===== src/rtl/sprite_pkg.sv =====
// sprite_pkg: shared definitions for every block that owns a sprite ROM.
// Contents:
//   DEF_COLOR_W, DEF_SCREEN_W, DEF_SCREEN_H, DEF_TRANSPARENT : parameter defaults
//   blit_state_t : draw-engine state encoding (IDLE, RUN, DRAIN)
//   sprite_base() : first ROM word of a frame stored back-to-back in the ROM
package sprite_pkg;

  localparam int DEF_COLOR_W     = 3;
  localparam int DEF_SCREEN_W    = 640;
  localparam int DEF_SCREEN_H    = 480;
  localparam int DEF_TRANSPARENT = 0;

  typedef enum logic [1:0] {
    IDLE  = 2'd0,
    RUN   = 2'd1,
    DRAIN = 2'd2
  } blit_state_t;

  // Frames are packed one after another, SPR_W*SPR_H words each.
  function automatic int unsigned sprite_base(input int unsigned frame,
                                              input int unsigned spr_w,
                                              input int unsigned spr_h);
    return frame * spr_w * spr_h;
  endfunction

endpackage


===== src/rtl/sprite_addr_gen.sv =====
// sprite_addr_gen: raster-order pixel counter and ROM address generator.
// Ports:
//   clk, reset_n      : clock, synchronous active-low reset
//   load              : clear the col/row counters (draw accepted)
//   step              : present the current pixel's address and advance
//   frame             : latched frame index (already clamped)
//   flip_x, flip_y    : latched mirror controls
//   rom_addr          : registered ROM read address
//   col, row, valid   : registered tag of the pixel whose address is on rom_addr
//   last              : counters are on the final pixel of the sprite
module sprite_addr_gen
  import sprite_pkg::*;
#(
  parameter int SPR_W  = 32,
  parameter int SPR_H  = 32,
  parameter int FRAMES = 24,
  localparam int FW = $clog2(FRAMES),
  localparam int AW = $clog2(FRAMES * SPR_W * SPR_H),
  localparam int CW = $clog2(SPR_W),
  localparam int RW = $clog2(SPR_H)
) (
  input  logic          clk,
  input  logic          reset_n,
  input  logic          load,
  input  logic          step,
  input  logic [FW-1:0] frame,
  input  logic          flip_x,
  input  logic          flip_y,
  output logic [AW-1:0] rom_addr,
  output logic [CW-1:0] col,
  output logic [RW-1:0] row,
  output logic          valid,
  output logic          last
);

  localparam logic [CW-1:0] COL_MAX = CW'(SPR_W - 1);
  localparam logic [RW-1:0] ROW_MAX = RW'(SPR_H - 1);

  logic [CW-1:0] cnt_col;
  logic [RW-1:0] cnt_row;
  logic [CW-1:0] scol;
  logic [RW-1:0] srow;
  logic [AW-1:0] addr_next;

  assign last = (cnt_col == COL_MAX) && (cnt_row == ROW_MAX);

  // Mirroring only changes which ROM word is read; the screen position
  // still follows the unmirrored col/row.
  always_comb begin
    scol      = flip_x ? (COL_MAX - cnt_col) : cnt_col;
    srow      = flip_y ? (ROW_MAX - cnt_row) : cnt_row;
    addr_next = AW'(sprite_base(32'(frame), SPR_W, SPR_H))
              + AW'(srow) * AW'(SPR_W)
              + AW'(scol);
  end

  // The counter tag is registered together with rom_addr so that downstream
  // stages see the col/row belonging to the address currently presented.
  always_ff @(posedge clk) begin
    if (!reset_n) begin
      cnt_col  <= '0;
      cnt_row  <= '0;
      rom_addr <= '0;
      col      <= '0;
      row      <= '0;
      valid    <= 1'b0;
    end else begin
      valid <= step;
      if (load) begin
        cnt_col <= '0;
        cnt_row <= '0;
      end else if (step) begin
        if (cnt_col == COL_MAX) begin
          cnt_col <= '0;
          cnt_row <= cnt_row + 1'b1;
        end else begin
          cnt_col <= cnt_col + 1'b1;
        end
      end
      if (step) begin
        rom_addr <= addr_next;
        col      <= cnt_col;
        row      <= cnt_row;
      end
    end
  end

endmodule


===== src/rtl/sprite_blitter.sv =====
// sprite_blitter: copies one frame of a sprite ROM to the pixel-write port,
// one pixel per clock, with mirroring, transparency and screen clipping.
// Ports:
//   clk, reset_n          : clock, synchronous active-low reset
//   start                 : draw request, sampled only when idle
//   x_pos, y_pos          : top-left screen coordinate of the sprite
//   frame                 : frame index (out-of-range values use the last frame)
//   flip_x, flip_y        : horizontal / vertical mirror
//   rom_addr, rom_data    : synchronous sprite ROM read port (1-cycle latency)
//   x, y, color, write_en : registered pixel write
//   busy                  : draw in progress
//   done                  : one-cycle pulse after the last pixel is output
module sprite_blitter
  import sprite_pkg::*;
#(
  parameter int SPR_W       = 32,
  parameter int SPR_H       = 32,
  parameter int FRAMES      = 24,
  parameter int COLOR_W     = DEF_COLOR_W,
  parameter int SCREEN_W    = DEF_SCREEN_W,
  parameter int SCREEN_H    = DEF_SCREEN_H,
  parameter int TRANSPARENT = DEF_TRANSPARENT,
  localparam int FW = $clog2(FRAMES),
  localparam int AW = $clog2(FRAMES * SPR_W * SPR_H),
  localparam int CW = $clog2(SPR_W),
  localparam int RW = $clog2(SPR_H)
) (
  input  logic               clk,
  input  logic               reset_n,
  input  logic               start,
  input  logic [9:0]         x_pos,
  input  logic [9:0]         y_pos,
  input  logic [FW-1:0]      frame,
  input  logic               flip_x,
  input  logic               flip_y,
  output logic [AW-1:0]      rom_addr,
  input  logic [COLOR_W-1:0] rom_data,
  output logic [9:0]         x,
  output logic [9:0]         y,
  output logic [COLOR_W-1:0] color,
  output logic               write_en,
  output logic               busy,
  output logic               done
);

  localparam logic [COLOR_W-1:0] TRANSP_C   = COLOR_W'(TRANSPARENT);
  localparam logic [10:0]        SCREEN_W11 = 11'(SCREEN_W);
  localparam logic [10:0]        SCREEN_H11 = 11'(SCREEN_H);
  localparam logic [FW:0]        FRAMES_X   = (FW + 1)'(FRAMES);
  localparam logic [FW-1:0]      FRAME_LAST = FW'(FRAMES - 1);
  localparam logic [1:0]         DRAIN_LAST = 2'd2;

  blit_state_t   state, next_state;
  logic          load, step, last;
  logic [1:0]    drain_cnt;

  logic [9:0]    x0, y0;
  logic [FW-1:0] frame_l, frame_clamped;
  logic          flip_x_l, flip_y_l;

  logic [CW-1:0] a_col, s1_col;
  logic [RW-1:0] a_row, s1_row;
  logic          a_valid, s1_valid;
  logic [10:0]   x11, y11;

  always_ff @(posedge clk) begin
    if (!reset_n) state <= IDLE;
    else          state <= next_state;
  end

  always_comb begin
    next_state = state;
    case (state)
      IDLE:    if (start)                   next_state = RUN;
      RUN:     if (last)                    next_state = DRAIN;
      DRAIN:   if (drain_cnt == DRAIN_LAST) next_state = IDLE;
      default:                              next_state = IDLE;
    endcase
  end

  always_comb begin
    busy = (state != IDLE);
    load = (state == IDLE) && start;
    step = (state == RUN);
  end

  // DRAIN spans three cycles: two for the ROM and stage-1 registers to empty,
  // one while the final pixel sits on the output; done follows that.
  always_ff @(posedge clk) begin
    if (!reset_n) begin
      drain_cnt <= '0;
      done      <= 1'b0;
    end else begin
      drain_cnt <= (state == DRAIN) ? drain_cnt + 1'b1 : 2'd0;
      done      <= (state == DRAIN) && (drain_cnt == DRAIN_LAST);
    end
  end

  assign frame_clamped = ({1'b0, frame} >= FRAMES_X) ? FRAME_LAST : frame;

  always_ff @(posedge clk) begin
    if (!reset_n) begin
      x0       <= '0;
      y0       <= '0;
      frame_l  <= '0;
      flip_x_l <= 1'b0;
      flip_y_l <= 1'b0;
    end else if (load) begin
      x0       <= x_pos;
      y0       <= y_pos;
      frame_l  <= frame_clamped;
      flip_x_l <= flip_x;
      flip_y_l <= flip_y;
    end
  end

  sprite_addr_gen #(
    .SPR_W  (SPR_W),
    .SPR_H  (SPR_H),
    .FRAMES (FRAMES)
  ) u_addr_gen (
    .clk      (clk),
    .reset_n  (reset_n),
    .load     (load),
    .step     (step),
    .frame    (frame_l),
    .flip_x   (flip_x_l),
    .flip_y   (flip_y_l),
    .rom_addr (rom_addr),
    .col      (a_col),
    .row      (a_row),
    .valid    (a_valid),
    .last     (last)
  );

  // Stage 1 moves the tag in step with the ROM's own address register, so it
  // lines up with rom_data in the following cycle.
  always_ff @(posedge clk) begin
    if (!reset_n) begin
      s1_col   <= '0;
      s1_row   <= '0;
      s1_valid <= 1'b0;
    end else begin
      s1_col   <= a_col;
      s1_row   <= a_row;
      s1_valid <= a_valid;
    end
  end

  // 11-bit sums keep the carry so a sprite hanging off the right or bottom
  // edge is clipped rather than wrapped to the left or top.
  assign x11 = {1'b0, x0} + 11'(s1_col);
  assign y11 = {1'b0, y0} + 11'(s1_row);

  always_ff @(posedge clk) begin
    if (!reset_n) begin
      x        <= '0;
      y        <= '0;
      color    <= '0;
      write_en <= 1'b0;
    end else begin
      write_en <= s1_valid && (rom_data != TRANSP_C)
                  && (x11 < SCREEN_W11) && (y11 < SCREEN_H11);
      if (s1_valid) begin
        x     <= x11[9:0];
        y     <= y11[9:0];
        color <= rom_data;
      end
    end
  end

endmodule


===== config.mk =====
export PLATFORM = sky130hd
export DESIGN_NAME = sprite_blitter
export DESIGN_NICKNAME = d
export VERILOG_FILES = /design/src/rtl/sprite_pkg.sv /design/src/rtl/sprite_addr_gen.sv /design/src/rtl/sprite_blitter.sv
export SDC_FILE = /design/constraint.sdc
export NUM_CORES = 1
export LEC_CHECK = 0
export CORE_UTILIZATION = 55
export CTS_BUF_LIST = sky130_fd_sc_hd__clkbuf_8
export DETAILED_ROUTE_END_ITERATION = 8
export PLACE_DENSITY = 0.86
export SETUP_SLACK_MARGIN = 0.1
export SYNTH_ARGS = -nofsm -noshare
export SYNTH_HDL_FRONTEND = slang
export SYNTH_HIERARCHICAL = 1
export SYNTH_SLANG_ARGS = --single-unit

===== constraint.sdc =====
create_clock -name clk -period 4.8 [get_ports clk]
set_input_delay 0.48 -clock clk [delete_from_list [all_inputs] [get_ports clk]]
set_output_delay 0.48 -clock clk [all_outputs]
set_load 0.005 [all_outputs]

# [Word-level counts from Yosys, hierarchy flattened]
# Index checks and enable logic that the tools add are counted.
[totals] reg_bits=103 word_cells=63 in_bits=33 output_inout_bits=41
[classes] magnitude_cmp=3 n_addsub=9 muxes=8 n_eq_ne=8 reduce_logical=13 bitwise=1
[ops] op="$add 10x5->11" n=2
[ops] op="$mux 5" n=4
[ops] op="$add 15x10->15" n=1
[ops] op="$add 15x5->15" n=1
[ops] op="$lt 11x10->1 const B" n=1
[ops] op="$lt 11x9->1 const B" n=1
[ops] op="$add 5x1->5 const B" n=2
[ops] op="$eq 5x5->1 const B" n=2
[ops] op="$sub 5x5->5 const A" n=2
[ops] op="$logic_and 1x1->1" n=6
[ops] op="$mux 2" n=3
[ops] op="$pmux 2 s3" n=1
[ops] op="$ge 5x5->1 const B" n=1
[ops] op="$eq 2x2->1 const B" n=2
[ops] op="$ne 2x2->1 const B" n=2
[ops] op="$reduce_and 2->1" n=2
[ops] op="$reduce_and 3->1" n=1
[ops] op="$reduce_bool 3->1" n=1
[ops] op="$add 2x1->2 const B" n=1
[ops] op="$eq 2x1->1 const B" n=1
[ops] op="$logic_not 2->1" n=1
[ops] op="$ne 2x1->1 const B" n=1
[ops] op="$reduce_bool 2->1" n=1
[ops] op="$reduce_or 2->1" n=1
[ops] op="$not 1->1" n=1

# [Logic depth before layout (Yosys ltp)]
[logic_depth] ltp_word=4 depth_mapped=8 ltp_nobuf=7

# [Cells and area by module]
# The synthesis kept the hierarchy.
[by_module_without_submodules] mod="sprite_blitter" cells_each=329 seq_area_each_um2=1341.3 n_inst=1 area_per_inst_um2=2894.0
[by_module_without_submodules] mod="sprite_addr_gen" cells_each=152 seq_area_each_um2=720.7 n_inst=1 area_per_inst_um2=1564.0

# [Worst setup path before layout]
# No wires, ideal clock.
[synth_timing] path_type="register to register" from="reg y0[0]" to="reg y[8]" t_required_ns=4.714 t_arrival_ns=1.838 path_slack_ns=2.876 synth_period_minus_slack_ns=1.924 stages_incl_launch_ff=8 path_buffers=0 setup_time_ns=0.086 path_cell_list="dfxtp_1 > ha_1 > fa_1 > a211oi_1 > nor2_1 > o2111ai_1 > xor2_1 > a211oi_1"
[synth_via] elab_chain_len=1
[synth_lines] item="start, declared" line="sprite_blitter.sv:57" text="logic [9:0] x0, y0;"
[synth_lines] item="start signal, assigned" line="sprite_blitter.sv:110" text="y0 <= y_pos;"
[synth_lines] item="$add 10x5->11" line="sprite_blitter.sv:153" text="assign y11 = {1'b0, y0} + 11'(s1_row);"
[synth_lines] item="end signal, assigned" line="sprite_blitter.sv:166" text="y <= y11[9:0];"
[synth_lines] item="end, declared" line="sprite_blitter.sv:39" text="output logic [9:0] y,"
# No other way between the ends.
# A chain may end at the register's enable or synchronous reset.

# [Worst setup path in the final report]
[layout_timing] from="reg state[1]" to="reg u_addr_gen.cnt_col[3]"
[layout_via] elab_chain_len=3 elab_cells_between_ends=4 cone_classes="eq/ne (1); reduce/logical (3)"
[layout_lines] item="start, declared" line="sprite_blitter.sv:53" text="blit_state_t state, next_state;"
[layout_lines] item="start signal, assigned" line="sprite_blitter.sv:68" text="else state <= next_state;"
[layout_lines] item="$logic_not 2->1" line="sprite_blitter.sv:83" text="load = (state == IDLE) && start;"
[layout_lines] item="$logic_and 1x1->1" line="sprite_blitter.sv:83"
[layout_lines] item="$reduce_or 2->1 (no line)"
[layout_lines] item="end signal, assigned" line="sprite_addr_gen.sv:77" text="cnt_col <= cnt_col + 1'b1;"
[layout_lines] item="end, declared" line="sprite_addr_gen.sv:39" text="logic [CW-1:0] cnt_col;"
# Several ways; a longest one is shown, not always the timed one.

==> run metrics <==
post_cts resized 0; Worst Setup Start Kind register; Setup Viol. Count Final 0; M1 WL around 4.3 mm; fin cells 649; cells after synthesis 481; Post-Layout Inst Area 5410 um2; Overflow after GRT 0; fin crit share 0.582; max_slew headroom 0.348; Worst Max-Slew Pin Slew 976 ps; Final Max Slew Viols 0; vias per cell ~5.4; die height about 90 um; port buffer count between 70 and 80; Final Critical Period approximately 2800 ps; Netlist cell types 55; hold-fix buffers at CTS 0; # diodes 0; synthesis-to-finish area growth 21.3%; DR top layer met4; 1st-iter DRT viols about 140; first-pass GRT wire length around 15 mm; Crit path required time between 5000 and 6000 ps; warnings from Yosys 6; setup bufs post-CTS 0; Core Footprint 7770 um2; outcome completed; Final Hold Vio Count 0; largest net degree at the start of global routing 48; post-synthesis sequential area ratio 0.463; Post-synth EDFFs 0; worst r2r src state[1]; Sequential Area about 2100 um2; Synth Net Count 531; Post-DP Area roughly 5200 um2; Initial Util 0.574; DR pass1 iterations 4; Max-cap violations 0; min-delay worst type reg -> reg; DRT Wirelength 9.25 mm; H-tree depth 3; Mapped Avg Cell Area 9.27 um2; CP max stage delay a little over 700 ps; clock latency on the worst-skew pair about 370 ps; DP Cell Count 633; DR WL met3 approximately 490 um; Worst Path Max Fanout 29; Synth Cell Area around 4500 um2; Peak Freq between 0.3 and 0.4 GHz; Critical Path Source state[1]; CTS tree built; Synth Flop Type dfxtp_1; CTS Root Cell clkbuf_8; final worst slack roughly 2000 ps; die width 92.0 um; unrepaired setup endpoints after global routing false; footprint of the multi-input gates approximately 2200 um2; r2r worst-path depth 6; vias between 3k and 4k; vias in the first global route 3333; I/O Pins 74; most common cell after layout, fill and taps aside dfxtp_1; routed len/inst approximately 14 um; post-route setup TNS 0 ps; Worst EP arrival 3110 ps; CP max-delay cell nand2_1; clock sink total just over 100; NumNets Final ~600; row cnt 32; most frequent cells in the layout dfxtp_1 (103), clkdlybuf4s50_1 (73), nand2_1 (63); Leakage approximately 2.1 nW; initial antenna violation count 0; DR DRC count 0; CP endpoint u_addr_gen/cnt_col[3]; asr flop ratio synth 0; layout cells sized above 1 0.0603; total die area around 8500 um2; clk slew on worst S/H paths ~100 ps; Reg-to-Reg End u_addr_gen/cnt_col[3]; R2R setup slack ~2000 ps; clock skew 18.0 ps; Worst setup EP type register; Filler Cell Count 586; Fin Hold WS roughly 420 ps; GRT Total Usage 0.228; PD cells approximately 290 nW/um2; worst slack at placement about 1700 ps; Final Wtd Congestion approximately 0.85; Worst IR Drop VDD roughly 0.19 mV; Max clock buf depth 2; Antenna Violating Nets Remaining 0; CTS Buf Count 9; WS Path Type reg -> reg; Post-DP HPWL between 6 and 7 mm; CP cell instances nor2_1 > nand2_1 > inv_2 > or2b_2 > nor4b_1 > a22o_1; met2 wire length ~4.3 mm; Seq cells post-synth 103
==> flip-flops by register name, summed over array words and instances, names as in the netlist, 5 cells and up <==
| signal | flops |
|---|---|
| u_addr_gen/row | 5 |
| s1_col | 5 |
| u_addr_gen/cnt_col | 5 |
| u_addr_gen/col | 5 |
| x | 10 |
| u_addr_gen/rom_addr | 15 |
| y | 10 |
| s1_row | 5 |
| u_addr_gen/cnt_row | 5 |
| y0 | 10 |
| x0 | 10 |
| frame_l | 5 |
==> metal layers <==
layer | up-vias | track usage
met5 | - | 0
met4 | 0 | 0.103
met3 | 11 | 0.0431
met2 | 103 | 0.368
met1 | 1648 | 0.296
li1 | 1774 | -
==> cells by family after synthesis <==
| family | count (synthesis) | share of synthesized area |
|---|---|---|
| buffers and inverters | 39 | 0.0379 |
| muxes | 28 | 0.0629 |
| xor gates and xnor gates | 24 | 0.0472 |
| AOI/OAI and AO/OA | 97 | 0.146 |
| adders and majority gates | 17 | 0.0511 |
| DFF | 103 | 0.463 |
| and+or+nand+nor | 173 | 0.193 |
==> Yosys cell counts (all sizes together), types with 2 or more instances <==
cell	instances	area [um2]
o31ai	2	15.0
and3	8	57.6
inv	11	41.3
a21oi	39	195
nand2b	2	12.5
o21ai	17	85.1
and2	14	87.6
o211a	10	100
nand3	13	77.6
a21o	2	16.3
ha	15	188
a211oi	10	75.1
or4	2	15.0
a31oi	2	12.5
nor3	4	20.0
xor2	9	78.8
nand3b	2	15.0
nor2b	18	113
dfxtp	103	2060
nand2	63	236
mux2i	28	280
and4bb	2	25.0
xnor2	15	131
o211ai	2	15.0
buf	12	67.6
nor2	37	139
o2111ai	2	23.8
clkbuf	15	56.3
fa	2	40.0
or3	2	13.8
a211o	4	36.3
nor4b	2	17.5
==> per-stage QoR <==
step | util | total power, W
after floorplan | - | 0.00103
after global placement | 0.673 | 0.00110
after detailed placement | 0.673 | 0.00111
after CTS | 0.696 | 0.00159
after global routing | 0.696 | 0.00165
final | 0.696 | 0.00159
==> worst min-delay path by stage <==
stage / end / cells past startpoint / startpoint
final: drain_cnt[0] / 1 / drain_cnt[0]
after global routing: drain_cnt[0] / 1 / drain_cnt[0]
after CTS: drain_cnt[0] / 1 / drain_cnt[0]
after detailed placement: drain_cnt[0] / 1 / drain_cnt[0]
after global placement: drain_cnt[0] / 1 / drain_cnt[0]
after floorplan: drain_cnt[0] / 1 / drain_cnt[0]
==> critical path, delay by kind of cell (launching register included) <==
kind            cells  cell delay, ps
simple gates        4            1670
compound gates      1             180
flops               1             420
buf+inv             1             460
==> report_power, final <==
part / switching [W] / internal (W) / leakage (nW)
sequential: 0.0000259 / 0.000886 / 0.838
combinational: 0.0000840 / 0.0000946 / 1.19
clock: 0.000306 / 0.000193 / 0.0862
total: 0.000416 / 0.00117 / 2.12
==> layout make-up <==
type,instances,area share
clock inverters,7,0.0102
multi-input cells,339,0.413
repair buffers,77,0.141
inverters,12,0.00833
clock buffers,9,0.0229
well taps,102,0.0236
flip-flops and latches,103,0.381
Note: power is estimated with default switching activity, not from simulation.
